`src/rtl/demux_pkg.sv`:
```
// Shared types and constants for the 1:2 stream demultiplexer.
package demux_pkg;

  typedef enum logic {
    StEmpty = 1'b0,
    StFull  = 1'b1
  } slot_state_e;

  localparam int unsigned DefaultSize = 4;
  localparam int unsigned DefaultCntW = 8;

  localparam logic PortA = 1'b0;
  localparam logic PortB = 1'b1;

endpackage

```
`src/rtl/demux_slot.sv`:
```
// One-entry output register slice with a wrapping delivered-transfer counter.
module demux_slot
  import demux_pkg::*;
#(
  parameter int unsigned SIZE  = DefaultSize,
  parameter int unsigned CNT_W = DefaultCntW
) (
  input  logic             clk,
  input  logic             rst_n,
  input  logic             fill,
  input  logic [SIZE-1:0]  fill_data,
  input  logic             ready,
  output logic [SIZE-1:0]  data,
  output logic             valid,
  output logic             slot_ready,
  output logic [CNT_W-1:0] count
);

  slot_state_e      state_q, state_d;
  logic [SIZE-1:0]  data_q, data_d;
  logic [CNT_W-1:0] cnt_q, cnt_d;
  logic             drain;

  assign drain      = (state_q == StFull) && ready;
  assign valid      = (state_q == StFull);
  assign slot_ready = !valid || ready;
  assign data       = data_q;
  assign count      = cnt_q;

  always_comb begin
    state_d = state_q;
    data_d  = data_q;
    cnt_d   = cnt_q;
    if (drain) cnt_d = cnt_q + 1'b1;
    // fill only arrives when slot_ready, so a full slot is never overwritten undrained
    if (fill) data_d = fill_data;
    unique case (state_q)
      StEmpty: if (fill) state_d = StFull;
      StFull:  if (drain && !fill) state_d = StEmpty;
    endcase
  end

  always_ff @(posedge clk or negedge rst_n) begin
    if (!rst_n) begin
      state_q <= StEmpty;
      data_q  <= '0;
      cnt_q   <= '0;
    end else begin
      state_q <= state_d;
      data_q  <= data_d;
      cnt_q   <= cnt_d;
    end
  end

endmodule

```
`src/rtl/demux_stream.sv`:
```
// 1:2 valid/ready stream demultiplexer: sel steers each accepted word to port A or B.
module demux_stream
  import demux_pkg::*;
#(
  parameter int unsigned SIZE  = DefaultSize,
  parameter int unsigned CNT_W = DefaultCntW
) (
  input  logic             clk,
  input  logic             rst_n,
  input  logic [SIZE-1:0]  in,
  input  logic             in_valid,
  output logic             in_ready,
  input  logic             sel,
  output logic [SIZE-1:0]  out_a,
  output logic             a_valid,
  input  logic             a_ready,
  output logic [SIZE-1:0]  out_b,
  output logic             b_valid,
  input  logic             b_ready,
  output logic [CNT_W-1:0] cnt_a,
  output logic [CNT_W-1:0] cnt_b
);

  logic a_slot_ready, b_slot_ready;
  logic accept, fill_a, fill_b;

  // in_valid gates the fills, so an unknown sel while idle cannot disturb either slot
  assign in_ready = (sel == PortB) ? b_slot_ready : a_slot_ready;
  assign accept   = in_valid && in_ready;
  assign fill_a   = accept && (sel == PortA);
  assign fill_b   = accept && (sel == PortB);

  demux_slot #(
    .SIZE  (SIZE),
    .CNT_W (CNT_W)
  ) u_slot_a (
    .clk        (clk),
    .rst_n      (rst_n),
    .fill       (fill_a),
    .fill_data  (in),
    .ready      (a_ready),
    .data       (out_a),
    .valid      (a_valid),
    .slot_ready (a_slot_ready),
    .count      (cnt_a)
  );

  demux_slot #(
    .SIZE  (SIZE),
    .CNT_W (CNT_W)
  ) u_slot_b (
    .clk        (clk),
    .rst_n      (rst_n),
    .fill       (fill_b),
    .fill_data  (in),
    .ready      (b_ready),
    .data       (out_b),
    .valid      (b_valid),
    .slot_ready (b_slot_ready),
    .count      (cnt_b)
  );

endmodule

```
`config.mk`:
```
export PLATFORM = sky130hd
export DESIGN_NAME = demux_stream
export DESIGN_NICKNAME = d
export VERILOG_FILES = /design/src/rtl/demux_pkg.sv /design/src/rtl/demux_slot.sv /design/src/rtl/demux_stream.sv
export SDC_FILE = /design/constraint.sdc
export NUM_CORES = 1
export LEC_CHECK = 0
export BUFFER_PORTS_ARGS = -buffer_cell sky130_fd_sc_hd__buf_2
export CORE_MARGIN = 5
export CORE_UTILIZATION = 40
export DETAILED_ROUTE_END_ITERATION = 12
export HOLD_SLACK_MARGIN = 0.06
export PLACE_DENSITY = 0.69
export SYNTH_ARGS = -nofsm -noshare
export SYNTH_HDL_FRONTEND = slang
export SYNTH_SLANG_ARGS = --single-unit
```
`constraint.sdc`:
```
create_clock -name clk -period 1.7 [get_ports clk]
set_clock_uncertainty 0.15 [all_clocks]
set_input_delay 0.51 -clock clk [delete_from_list [all_inputs] [get_ports clk]]
set_output_delay 0.51 -clock clk [all_outputs]
set_load 0.1 [all_outputs]
```
==> impl_metrics.json, run 1 <==
{
  "outcome": "finished, violations left",
  "failed_checks": "negative setup slack",
  "clock_latency_ns": 0.32,
  "overflow": 0,
  "die-area_mm2": 0.00397,
  "relSlewSlack_pct": 62.7,
  "num-nets-final": 151,
  "antenna_left": 0,
  "cts_buffers": 3,
  "min_period_ns": 1.92,
  "crit_path_max_incr_delay_ns": 0.45,
  "worst_slack_ns": -0.216,
  "vias": 816,
  "cts_max_level": 1,
  "cp_cell_sequence": "nand2b_4, mux2_4, buf_12",
  "synth_common_cells": "26 x dfrtp_1, 11 x mux2_2, 9 x nand2_1",
  "fin_crit_sh_pct": 113,
  "syn_to_final_growth_pct": 68.5,
  "cp-start-kind": "register",
  "diodes": 0,
  "synth_top_area_cell": "dfrtp_1",
  "yosysMostFrequentCell": "dfrtp_1",
  "routed_wl_um": 2420,
  "synthCells": 88,
  "cp.arrival_ns": 1.26,
  "cp-end-kind": "output pin",
  "initial_core_util_pct": 41.1,
  "die_x_um": 63.0,
  "cp.required_ns": 1.04,
  "routedWlPerCell_um": 14.3,
  "cts.clk_slew.worst_paths_ns": 0.13,
  "r2r_cells": 5,
  "core-area_mm2": 0.00273,
  "critical_path.max_fanout": 2,
  "drv_cap": 0,
  "first_iter_violations": 5,
  "max_freq_ghz": 0.522,
  "whs_path_depth": 2,
  "netlist.area_leader.share_pct": 58.0,
  "ys.flop_type": "dfrtp_1",
  "fin_util_pct": 69.2,
  "synth_cell_types": 18,
  "cts_sinks": 26,
  "hold_violations": 0,
  "grt.total_usage_pct": 13.6,
  "cts-root-buf": "clkbuf_4",
  "avgViaCountPerCell": 4.83,
  "rsz0062_at_grt": "yes",
  "clockBufferDepth": 2,
  "setup_viol": 3,
  "synth-seq-cells": 26,
  "ys_top_cells_by_area": "dfrtp_1 58%, mux2_2 11%, xnor2_1 5.5%",
  "hold_path_class": "in2reg",
  "grt_pass1_vias": 899,
  "post-route-drc-count": 0,
  "grt_pass1_wl_um": 4230,
  "path_class": "reg2out",
  "antenna_found_initial": 0,
  "synth_area_per_cell_um2": 12.8,
  "dp_hpwl_um": 1960,
  "holdWs_ns": 0.276,
  "nFillCells": 203,
  "place_ws_ns": -0.275,
  "port_buffers": 36,
  "fp.dieH_um": 63.0,
  "async_flop_share_pct": 100,
  "grt_max_degree": 27,
  "drv_slew": 0,
  "synth_edf_count": 0,
  "critPathSlowestCell": "dfrtp_4",
  "io_pins": 37,
  "yosysSeqAreaShare_pct": 58.0,
  "synth_nets": 100,
  "place.gp.congestion": 0.793,
  "tightest_slew_ns": 0.560,
  "layout-drive-gt1-share_pct": 58.0,
  "cts_tree": "done",
  "first_pass_iters": 3,
  "row_count": 19,
  "ys_warn_count": 0,
  "synthesis.area_mm2": 0.00112
}
metrics by stage:
| step | std cells | cell area [µm²] | setup TNS, ns |
|---|---|---|---|
| 6_report | 169 | 1890 | -0.423 |
| 4_1_cts | 166 | 1860 | -0.413 |
| 5_1_grt | 169 | 1890 | -0.571 |
| 3_3_place_gp | 161 | 1800 | -0.473 |
| 3_5_place_dp | 161 | 1800 | -0.587 |
| 2_1_floorplan | 88 | 1140 | -0.152 |
layout make-up:
cell class / count / area [µm²] / share of cell area (%)
Sequential cell: 26 / 672 / 35.5
Timing Repair Buffer: 46 / 671 / 35.5
Clock buffer: 4 / 26.3 / 1.39
Tap cell: 31 / 38.8 / 2.05
Inverter: 4 / 15.0 / 0.794
Multi-Input combinational cell: 58 / 468 / 24.8
registers in the layout (all words and copies together), names as in the netlist:
register / count
u_slot_a.data: 4
u_slot_b.count: 8
u_slot_a.count: 8
u_slot_b.valid: 1
u_slot_a.valid: 1
u_slot_b.data: 4
placed cells by master, fill, tap and decap left out, drive strengths merged, types with 2 or more instances in the layout:
cell type	count
buf	45
clkbuf	4
dfrtp	26
ha	2
inv	4
mux2	11
nand2	9
nand2b	2
nand3	5
nand4	2
nor2	5
nor3	4
xnor2	7
xor2	7
timing repair:
action                                 in CTS  in global routing
pin swaps                                   0                  0
gates resized for setup                     6                  4
hold buffers                                1                  0
setup endpoints to repair                   3                  5
setup buffers                               0                  4
endpoints found under the hold margin      26                  0
critical path: cells and delay by family, from the launching register on:
family                 cells  cell delay [ns]
muxes                      1             0.27
and+or+nand+nor            1             0.05
DFF                        1             0.45
buffers and inverters      1             0.17
worst paths after layout:
check / start / endpoint / slack [ns]
min in group asynchronous: rst_n / u_slot_b.count[6]$_DFFE_PN0N_ / 0.54
setup / recovery: u_slot_b.valid$_DFF_PN0_ / in_ready / -0.22
setup reg to reg: u_slot_b.valid$_DFF_PN0_ / u_slot_b.count[1]$_DFFE_PN0N_ / 0.12
hold / removal: in[2] / u_slot_a.data[2]$_DFFE_PN0P_ / 0.28
hold reg to reg: u_slot_b.count[5]$_DFFE_PN0N_ / u_slot_b.count[5]$_DFFE_PN0N_ / 0.38
max in group asynchronous: rst_n / u_slot_b.valid$_DFF_PN0_ / 0.44
per-layer routing:
layer / part of all wire (%) / track usage [%] / vias up
li1: - / - / 392
met1: 36 / 14.3 / 397
met2: 56 / 23.8 / 23
met3: 5.4 / 4.14 / 4
met4: 2.1 / 7.16 / 0
met5: 0 / 0 / -
kinds of logic after synthesis:
kind of cell               count (synthesis)  synth area share [%]
and+or+nand+nor                           30                  16.1
xor gates and xnor gates                  14                  10.9
muxes                                     11                  11.0
AOI/OAI and AO/OA                          1                 0.446
buffers and inverters                      4                  1.34
adders and majority gates                  2                  2.23
DFF                                       26                  58.0
Power of run 1 is not shown: default switching activity piles up to over one toggle a cycle in this logic, so the estimate is an artifact.
==> run 2: changes to the inputs <==
Settings changed: CTS_BUF_LIST from default to sky130_fd_sc_hd__clkbuf_4 sky130_fd_sc_hd__clkbuf_8.
==> run 2 against run 1 <==
The run still ends with negative setup slack left. Register-to-register slack hardly changed. Global-route usage is 0.11 points lower. Worst hold slack better by 0.0060 ns. First-iteration DRC count is 60% higher. Non-clock buffer count stayed put. Cell count stayed put. Maximum frequency is 0.32% higher. Cell area is 0.20% higher. Flip-flop and latch count stayed put. Critical path depth stayed put. Sequential share of layout area is 0.071 points lower. Die area stayed put.
==> impl_metrics.json, run 2 (same netlist as run 1, synthesis figures left out) <==
{
  "relSlewSlack_pct": 62.6,
  "antenna_found_initial": 0,
  "overflow": 0,
  "port_buffers": 36,
  "crit_path_max_incr_delay_ns": 0.45,
  "io_pins": 37,
  "cp.arrival_ns": 1.25,
  "cts_sinks": 26,
  "drv_slew": 0,
  "row_count": 19,
  "grt.total_usage_pct": 13.5,
  "cp_cell_sequence": "nand2b_4, mux2_4, buf_12",
  "fin_crit_sh_pct": 112,
  "max_freq_ghz": 0.524,
  "hold_violations": 0,
  "antenna_left": 0,
  "clock_latency_ns": 0.31,
  "num-nets-final": 151,
  "grt_max_degree": 27,
  "cp-start-kind": "register",
  "cts.clk_slew.worst_paths_ns": 0.13,
  "clockBufferDepth": 2,
  "mostFrequentLayoutCells": "27 x buf_12, 14 x dfrtp_2, 11 x dfrtp_1",
  "critPathSlowestCell": "dfrtp_4",
  "holdWs_ns": 0.282,
  "first_iter_violations": 8,
  "initial_core_util_pct": 41.1,
  "syn_to_final_growth_pct": 68.8,
  "path_class": "reg2out",
  "avgViaCountPerCell": 4.80,
  "fp.dieH_um": 63.0,
  "cts_max_level": 1,
  "min_period_ns": 1.91,
  "core-area_mm2": 0.00273,
  "die_x_um": 63.0,
  "failed_checks": "negative setup slack",
  "first_pass_iters": 3,
  "final_common_cell": "buf_12",
  "hold_path_class": "in2reg",
  "outcome": "finished, violations left",
  "cts-root-buf": "clkbuf_4",
  "worst_slack_ns": -0.210,
  "crit_family": "flip-flops",
  "routed_wl_um": 2420,
  "cp_num_buf_inv": 1,
  "grt_pass1_wl_um": 4220,
  "critical_path.max_fanout": 2,
  "cts_tree": "done",
  "die-area_mm2": 0.00397,
  "cp-end-kind": "output pin",
  "post-route-drc-count": 0,
  "rsz0062_at_grt": "yes",
  "place.gp.congestion": 0.793,
  "setup_viol": 3,
  "drv_cap": 0,
  "layout-drive-gt1-share_pct": 58.7,
  "tightest_slew_ns": 0.562,
  "dp_hpwl_um": 1960,
  "vias": 811,
  "cts_buffers": 3,
  "diodes": 0,
  "cp.required_ns": 1.04,
  "grt_pass1_vias": 899,
  "routedWlPerCell_um": 14.3
}
==> run 2: worst register-to-register path: stages, from the launching register on <==
cell and delay, ns:
dfrtp_4 0.51, buf_4 0.14, buf_6 0.11, buf_4 0.14, nand2_1 0.10, mux2_2 0.33
==> run 2: worst paths after layout <==
kind,start,end,slack (ns),cells after the start
max,u_slot_b.valid$_DFF_PN0_,in_ready,-0.21,3
min in group asynchronous,rst_n,u_slot_b.count[6]$_DFFE_PN0N_,0.55,2
max reg2reg,u_slot_b.valid$_DFF_PN0_,u_slot_b.count[1]$_DFFE_PN0N_,0.12,5
min reg2reg,u_slot_b.count[5]$_DFFE_PN0N_,u_slot_b.count[5]$_DFFE_PN0N_,0.38,1
min,in[2],u_slot_a.data[2]$_DFFE_PN0P_,0.28,2
max in group asynchronous,rst_n,u_slot_b.valid$_DFF_PN0_,0.43,2
==> run 2: repair_timing <==
item                                   4_1_cts  5_1_grt
setup endpoints to repair                    3        5
hold buffers                                 1        0
resized for setup                            6        4
cloned                                       0        0
setup buffers                                0        4
endpoints found under the hold margin       26        0
==> run 2: per-stage QoR <==
stage	worst slack (ns)	setup TNS (ns)	cell area (µm²)	std cells	utilization (%)
after floorplan	-0.152	-0.152	1140	88	-
after global placement	-0.277	-0.473	1800	161	65.8
after detailed placement	-0.275	-0.587	1800	161	65.8
after CTS	-0.230	-0.397	1870	166	68.2
after global routing	-0.265	-0.563	1890	169	69.3
final	-0.210	-0.405	1890	169	69.3
==> run 2: cell type report <==
cell class	instances	area [µm²]
clock buffers	4	30.0
fillers	203	840
inverters	4	15.0
multi-input cells	58	468
flip-flops and latches	26	672
well taps	31	38.8
repair buffers	46	671
==> run 2: layer usage <==
| metal | vias up | global-route usage (%) | part of all wire [%] |
|---|---|---|---|
| met1 | 395 | 14.3 | 36 |
| met3 | 2 | 4.14 | 5.5 |
| met4 | 0 | 6.37 | 1.4 |
| li1 | 392 | - | - |
| met5 | - | 0 | 0 |
| met2 | 22 | 23.8 | 57 |
Power of run 2 is left out for the same reason.
